$ cat src/rtl/coax_biphase_rx_if.sv
// Line-side input and word-side outputs of the coax bi-phase receiver.
// The slave modport is the receiver itself; master is whatever drives the line and consumes words.
interface coax_biphase_rx_if;
    logic        serial_in;
    logic [11:0] rx_data;
    logic        rx_valid;
    logic        rx_toggle;
    logic        frame_active;
    logic        frame_end;
    logic        frame_err;

    modport master (
        output serial_in,
        input  rx_data, rx_valid, rx_toggle, frame_active, frame_end, frame_err
    );

    modport slave (
        input  serial_in,
        output rx_data, rx_valid, rx_toggle, frame_active, frame_end, frame_err
    );
endinterface

$ cat src/rtl/coax_biphase_rx.sv
// IBM 3270 coax bi-phase receiver: recovers bit timing from line transitions,
// detects quiesce + code-violation start, decodes 12-bit words with parity check.
module coax_biphase_rx #(
    parameter int unsigned HALF_BIT     = 6,
    parameter int unsigned TOL          = 2,
    parameter int unsigned QUIESCE_BITS = 5
) (
    input  logic             sclk12,
    input  logic             rst,
    coax_biphase_rx_if.slave rx_if
);
    localparam int unsigned QMAX    = 2 * QUIESCE_BITS - 1;
    localparam int unsigned QW      = (QMAX > 1) ? $clog2(QMAX + 1) : 1;
    localparam int unsigned TIMEOUT = 2 * HALF_BIT + TOL + 1;

    typedef enum logic [2:0] {HUNT, VIOL_HI, VIOL_LO, SYNC, DATA, PARITY} state_t;

    state_t        state_q, state_d;
    logic          sync1_q, sync2_q, prev_q;
    logic [5:0]    cnt_q, cnt_d, cnt_inc;
    logic [QW-1:0] qcount_q, qcount_d;
    logic [3:0]    bit_idx_q, bit_idx_d;
    logic [9:0]    data_q, data_d;
    logic          first_word_q, first_word_d;
    logic [11:0]   rx_data_q, rx_data_d;
    logic          rx_valid_q, rx_valid_d;
    logic          rx_toggle_q, rx_toggle_d;
    logic          frame_active_q, frame_active_d;
    logic          frame_end_q, frame_end_d;
    logic          frame_err_q, frame_err_d;

    logic trans, rise, bit_val, bnd_win, mid_win, viol_win, timeout;

    function automatic logic in_win(input logic [5:0] v, input int unsigned center);
        return (32'(v) + TOL >= center) && (32'(v) <= center + TOL);
    endfunction

    always_ff @(posedge sclk12 or posedge rst) begin
        if (rst) begin
            sync1_q        <= 1'b0;
            sync2_q        <= 1'b0;
            prev_q         <= 1'b0;
            state_q        <= HUNT;
            cnt_q          <= '0;
            qcount_q       <= '0;
            bit_idx_q      <= '0;
            data_q         <= '0;
            first_word_q   <= 1'b0;
            rx_data_q      <= '0;
            rx_valid_q     <= 1'b0;
            rx_toggle_q    <= 1'b0;
            frame_active_q <= 1'b0;
            frame_end_q    <= 1'b0;
            frame_err_q    <= 1'b0;
        end else begin
            sync1_q        <= rx_if.serial_in;
            sync2_q        <= sync1_q;
            prev_q         <= sync2_q;
            state_q        <= state_d;
            cnt_q          <= cnt_d;
            qcount_q       <= qcount_d;
            bit_idx_q      <= bit_idx_d;
            data_q         <= data_d;
            first_word_q   <= first_word_d;
            rx_data_q      <= rx_data_d;
            rx_valid_q     <= rx_valid_d;
            rx_toggle_q    <= rx_toggle_d;
            frame_active_q <= frame_active_d;
            frame_end_q    <= frame_end_d;
            frame_err_q    <= frame_err_d;
        end
    end

    // cnt_inc is the number of cycles since the last reference transition,
    // counting the current one, so run lengths compare symmetrically against the windows.
    always_comb begin
        trans    = sync2_q ^ prev_q;
        rise     = sync2_q & ~prev_q;
        bit_val  = ~sync2_q;
        cnt_inc  = (cnt_q == '1) ? cnt_q : cnt_q + 6'd1;
        bnd_win  = in_win(cnt_inc, HALF_BIT);
        mid_win  = in_win(cnt_inc, 2 * HALF_BIT);
        viol_win = in_win(cnt_inc, 3 * HALF_BIT);
        timeout  = 32'(cnt_inc) >= TIMEOUT;
    end

    always_comb begin
        state_d        = state_q;
        cnt_d          = cnt_inc;
        qcount_d       = qcount_q;
        bit_idx_d      = bit_idx_q;
        data_d         = data_q;
        first_word_d   = first_word_q;
        rx_data_d      = rx_data_q;
        rx_valid_d     = 1'b0;
        rx_toggle_d    = rx_toggle_q;
        frame_active_d = frame_active_q;
        frame_end_d    = 1'b0;
        frame_err_d    = 1'b0;

        unique case (state_q)
            HUNT: begin
                if (trans) begin
                    cnt_d = '0;
                    if (!bnd_win) begin
                        qcount_d = '0;
                    end else if (rise && 32'(qcount_q) >= QMAX) begin
                        state_d  = VIOL_HI;
                        qcount_d = '0;
                    end else if (32'(qcount_q) < QMAX) begin
                        qcount_d = qcount_q + 1'b1;
                    end
                end
            end
            VIOL_HI: begin
                if (trans) begin
                    cnt_d   = '0;
                    state_d = (viol_win && !sync2_q) ? VIOL_LO : HUNT;
                end
            end
            VIOL_LO: begin
                if (trans) begin
                    if (viol_win && rise) begin
                        state_d        = SYNC;
                        cnt_d          = 6'(HALF_BIT);
                        frame_active_d = 1'b1;
                        first_word_d   = 1'b1;
                    end else begin
                        state_d = HUNT;
                        cnt_d   = '0;
                    end
                end
            end
            SYNC, DATA, PARITY: begin
                if (trans && mid_win) begin
                    cnt_d = '0;
                    case (state_q)
                        SYNC: begin
                            if (bit_val) begin
                                state_d   = DATA;
                                bit_idx_d = 4'd9;
                            end else begin
                                state_d        = HUNT;
                                frame_end_d    = 1'b1;
                                frame_active_d = 1'b0;
                                qcount_d       = '0;
                            end
                        end
                        DATA: begin
                            data_d = {data_q[8:0], bit_val};
                            if (bit_idx_q == 4'd0) begin
                                state_d = PARITY;
                            end else begin
                                bit_idx_d = bit_idx_q - 4'd1;
                            end
                        end
                        default: begin
                            rx_data_d    = {bit_val ^ (^data_q), first_word_q, data_q};
                            rx_valid_d   = 1'b1;
                            rx_toggle_d  = ~rx_toggle_q;
                            first_word_d = 1'b0;
                            state_d      = SYNC;
                        end
                    endcase
                end else if ((trans && !bnd_win) || (!trans && timeout)) begin
                    if (trans) begin
                        cnt_d = '0;
                    end
                    state_d        = HUNT;
                    frame_err_d    = 1'b1;
                    frame_active_d = 1'b0;
                    qcount_d       = '0;
                end
            end
            default: state_d = HUNT;
        endcase
    end

    assign rx_if.rx_data      = rx_data_q;
    assign rx_if.rx_valid     = rx_valid_q;
    assign rx_if.rx_toggle    = rx_toggle_q;
    assign rx_if.frame_active = frame_active_q;
    assign rx_if.frame_end    = frame_end_q;
    assign rx_if.frame_err    = frame_err_q;
endmodule

$ cat src/flat_wrapper.sv
// flat-port wrapper written by rule: the top's interface ports become plain ports
module coax_biphase_rx_flat 
#(
    parameter int unsigned HALF_BIT     = 6,
    parameter int unsigned TOL          = 2,
    parameter int unsigned QUIESCE_BITS = 5
)
  (sclk12, rst, rx_if_serial_in, rx_if_rx_data, rx_if_rx_valid, rx_if_rx_toggle, rx_if_frame_active, rx_if_frame_end, rx_if_frame_err);
  coax_biphase_rx_if rx_if_i ();
  input  logic sclk12;
  input  logic rst;
  input wire logic [$bits(rx_if_i.serial_in)-1:0] rx_if_serial_in;
  output wire logic [$bits(rx_if_i.rx_data)-1:0] rx_if_rx_data;
  output wire logic [$bits(rx_if_i.rx_valid)-1:0] rx_if_rx_valid;
  output wire logic [$bits(rx_if_i.rx_toggle)-1:0] rx_if_rx_toggle;
  output wire logic [$bits(rx_if_i.frame_active)-1:0] rx_if_frame_active;
  output wire logic [$bits(rx_if_i.frame_end)-1:0] rx_if_frame_end;
  output wire logic [$bits(rx_if_i.frame_err)-1:0] rx_if_frame_err;
  assign rx_if_i.serial_in = rx_if_serial_in;
  assign rx_if_rx_data = rx_if_i.rx_data;
  assign rx_if_rx_valid = rx_if_i.rx_valid;
  assign rx_if_rx_toggle = rx_if_i.rx_toggle;
  assign rx_if_frame_active = rx_if_i.frame_active;
  assign rx_if_frame_end = rx_if_i.frame_end;
  assign rx_if_frame_err = rx_if_i.frame_err;
  coax_biphase_rx #(.HALF_BIT(HALF_BIT), .TOL(TOL), .QUIESCE_BITS(QUIESCE_BITS)) u_core (.sclk12(sclk12), .rst(rst), .rx_if(rx_if_i));
endmodule
$ cat config.mk
export PLATFORM = sky130hd
export DESIGN_NAME = coax_biphase_rx_flat
export DESIGN_NICKNAME = d
export VERILOG_FILES = /design/src/rtl/coax_biphase_rx_if.sv /design/src/rtl/coax_biphase_rx.sv /design/src/flat_wrapper.sv
export SDC_FILE = /design/constraint.sdc
export NUM_CORES = 1
export LEC_CHECK = 0
export CELL_PAD_IN_SITES_DETAIL_PLACEMENT = 1
export CELL_PAD_IN_SITES_GLOBAL_PLACEMENT = 2
export CORE_MARGIN = 1.5
export CORE_UTILIZATION = 38
export DETAILED_ROUTE_END_ITERATION = 10
export GPL_TIMING_DRIVEN = 0
export PLACE_DENSITY_LB_ADDON = 0.1
export SLEW_MARGIN = 10
export SYNTH_ARGS = -nofsm -noshare
export SYNTH_HDL_FRONTEND = slang
export SYNTH_SLANG_ARGS = --single-unit
export TNS_END_PERCENT = 50
$ cat constraint.sdc
create_clock -name sclk12 -period 4.9 [get_ports sclk12]
set_clock_uncertainty 0.15 [all_clocks]
set_input_delay 0.98 -clock sclk12 [delete_from_list [all_inputs] [get_ports sclk12]]
set_output_delay 0.98 -clock sclk12 [all_outputs]
set_load 0.005 [all_outputs]
==> run metrics <==
fmax roughly 240 MHz; vias in the first global route 2169; Die W ~88 um; Max clock buf depth 2; P_int a little over 0.7 mW; Synth async-reset ratio 100.0%; largest area contributor in the netlist dfrtp_1; # clock sinks 48; Top delay family on crit path compound AO/OA/AOI/OAI gates; Tcrit/Tclk final 85.36%; CTS tree done; # rows 30; RSZ-0062 raised after global routing false; Hold Slack 0.2227 ns; Worst Hold Class reg2reg; CP startpoint kind register; Critical Path RT 4.94 ns; Leak 1.438 nW; yosys warns 0; via/cell ratio 5.320; Die Area 7828 um^2; GP Congestion ~0.77; GR Util All Layers 17.44%; min-delay src u_core.sync1_q; Die Span Y 88.48 um; Period minus WS final 4.183 ns; status complete, no violations; register area share after synthesis approximately 43%; CP Cell Sequence ha_1 > buf_4 > nand2_1 > nor2_1 > mux2_2 > ha_1 > a311o_1 > o311a_1 > a311oi_2 > a21oi_1 > nor3_4 > nor3_1 > mux2_4; critical path class reg2reg; Root Driver clkbuf_8; CP arrival 4.22 ns; slowest stage delay, CP 0.54 ns; Fin Setup TNS 0 ns; area share of the largest cell type after synthesis 43.26%; Mean Syn Cell Area about 10 um^2; CTS HTree Levels 2; WHS Path Cells 0; first-pass iteration count of the detailed router 4; First DRT Iteration DRCs 58; setup violators final 0; routed length per instance about 16 um; Worst path slowest cell dfrtp_1; Antenna Nets Post-Route 0; actual slew at the worst max-slew pin 0.5269 ns; clock power share 34.1%; Bufs and invs on worst path 1; nets@finish 305; Vias 2080; Comb pwr share 24.0%; EDFF count, synth 0; initial core utilization 39.98%; number of gates resized after cts 0; Seq pwr share 41.9%; core area 6944 um^2; worst setup path startpoint u_core.cnt_q[1]; Hold Buf Count CTS 0; WP depth 13; Pwr Density 314.2 nW/um^2; Layout area overhead 16.85%; Synth Register Bits 48; Worst-Skew Late Latency 0.30 ns; Peak VDD IR 174.3 uV; Cells after Synth 267; Rel. slew slack 64.87%; Unique masters post-synth 63; CTS clock-pin slew for the worst setup and hold paths ~0.09 ns; Crit Path Max Fanout 10; largest net degree at the start of global routing 38; overall routed net length around 6.2 mm; Crit path top cell by count ha_1; DR DRC count 0; n_diodes 0; crit path capture type register; global-route wire length before repair 10.54 mm; final slew viol count 0; Max-Cap Viols 0; Final Hold Viols 0; DP Wirelength 4.733 mm; layout cells sized above 1 15.93%; Top FF cell, synth dfrtp_1; grt total ovfl 0; Switching Fraction 30.11%; top cells by area, synth dfrtp_1 (43%), mux2_2 (6.5%), xnor2_1 (3.8%), ha_1 (3.6%), nor2_1 (3.0%); Worst R2R Start u_core.cnt_q[1]; syn_nets ~280; post-CTS setup buffers 0; depth of the worst register-to-register path 13; Num CTS Buffers 5; # port buffers 19; initial antenna violation count 0; switching pwr 0.3070 mW; I/O Pins 20; synthesized cell area 2776 um^2
[registers in the layout (all words and copies together) (netlist names)]
register,cells
u_core.rx_if.rx_toggle,1
u_core.rx_if.rx_valid,1
u_core.rx_if.frame_end,1
u_core.rx_if.frame_err,1
u_core.sync1_q,1
u_core.state_q,3
u_core.bit_idx_q,4
u_core.data_q,10
u_core.prev_q,1
u_core.first_word_q,1
u_core.rx_if.frame_active,1
u_core.cnt_q,6
u_core.qcount_q,4
u_core.sync2_q,1
u_core.rx_if.rx_data,12
[cell usage in the layout, fill, tap and decap left out, types with 2 or more instances in the layout]
cell type        instances
a211o_1                  2
a211oi_1                 5
a211oi_2                 2
a21boi_0                 2
a21o_1                   3
a21oi_1                 13
a31oi_1                  3
a32o_1                   2
and3_1                   4
and4_1                   2
buf_4                    3
bufinv_16                2
clkbuf_1                 3
clkbuf_8                 5
clkdlybuf4s50_1         19
dfrtp_1                 48
ha_1                     8
inv_1                   16
mux2_1                   7
mux2_2                  16
mux2i_1                  3
nand2_1                 15
nand2b_1                 2
nand3_1                  9
nand3b_1                 3
nor2_1                  22
nor2b_1                  3
nor3_1                   6
o211ai_1                 3
o21a_1                   3
o21ai_0                  8
o21ai_1                  2
or2_2                    2
xnor2_1                 12
xor2_1                   3
[layer usage]
| metal | vias up | global-route usage, % | part of all wire, % |
|---|---|---|---|
| met4 | 0 | 4.261 | 0.79 |
| li1 | 1016 | - | - |
| met3 | 6 | 2.799 | 2.4 |
| met1 | 1035 | 24.99 | 51 |
| met2 | 23 | 27.69 | 46 |
| met5 | - | 0 | 0 |
[power by group through the flow]
| stage | registers, mW | logic (mW) | clock network [mW] |
|---|---|---|---|
| floorplan | 0.431 | 0.190 | 0 |
| global placement | 0.435 | 0.240 | 0 |
| detailed placement | 0.436 | 0.246 | 0 |
| CTS | 0.427 | 0.246 | 0.356 |
| global route | 0.430 | 0.279 | 0.372 |
| finish | 0.427 | 0.245 | 0.347 |
[final timing paths]
kind | slack, ns | endpoint
max | 0.72 | u_core.state_q[0]
min reg2reg | 0.22 | u_core.sync2_q
max in group asynchronous | 3.34 | u_core.first_word_q
max reg2reg | 0.72 | u_core.state_q[0]
min in group asynchronous | 0.78 | u_core.sync1_q
min | 0.22 | u_core.sync2_q
[kinds of logic after synthesis]
logic type               count (synthesis)  share of synthesized area, %
multiplexers                            27                         10.95
flip-flops                              48                         43.26
adder cells (fa/ha/maj)                  8                         3.605
AO/OA/AOI/OAI                           65                         17.40
AND/OR/NAND/NOR                         79                         15.95
buffers and inverters                   25                         4.101
XOR/XNOR                                15                         4.732
[cells in the mapped netlist (3+ instances only)]
master,count
mux2_1,7
a21oi_1,13
mux2_2,16
a21o_1,3
and3_1,4
nor2_1,22
o21ai_0,8
o211ai_1,3
xor2_1,3
nand3b_1,3
clkbuf_1,3
mux2i_1,3
o21a_1,3
dfrtp_1,48
inv_1,17
nor2b_1,3
nor3_1,6
buf_4,3
ha_1,8
nand3_1,9
nand2_1,15
a31oi_1,3
xnor2_1,12
a211oi_1,5
[cell type report]
class | count | area, um^2
Clock inverter | 3 | 68.82
Sequential cell | 48 | 1201
Clock buffer | 5 | 68.82
Inverter | 17 | 63.81
Multi-Input combinational cell | 194 | 1461
Timing Repair Buffer | 20 | 210.2
Tap cell | 96 | 120.1
Fill cell | 781 | 3700
Buffer | 8 | 50.05
[through the flow]
| stage | total power [mW] | instance area (um^2) | instances | utilization [%] | setup slack (ns) |
|---|---|---|---|---|---|
| after CTS | 1.029 | 3244 | 391 | 46.72 | 0.7647 |
| after global placement | 0.6754 | 3087 | 382 | 44.45 | 0.7224 |
| after detailed placement | 0.6811 | 3107 | 383 | 44.74 | 0.7754 |
| after floorplan | 0.6208 | 2776 | 267 | - | 1.317 |
| after global routing | 1.081 | 3244 | 391 | 46.72 | 0.4979 |
| final | 1.020 | 3244 | 391 | 46.72 | 0.7172 |
Power figures use the tool's default switching activity.
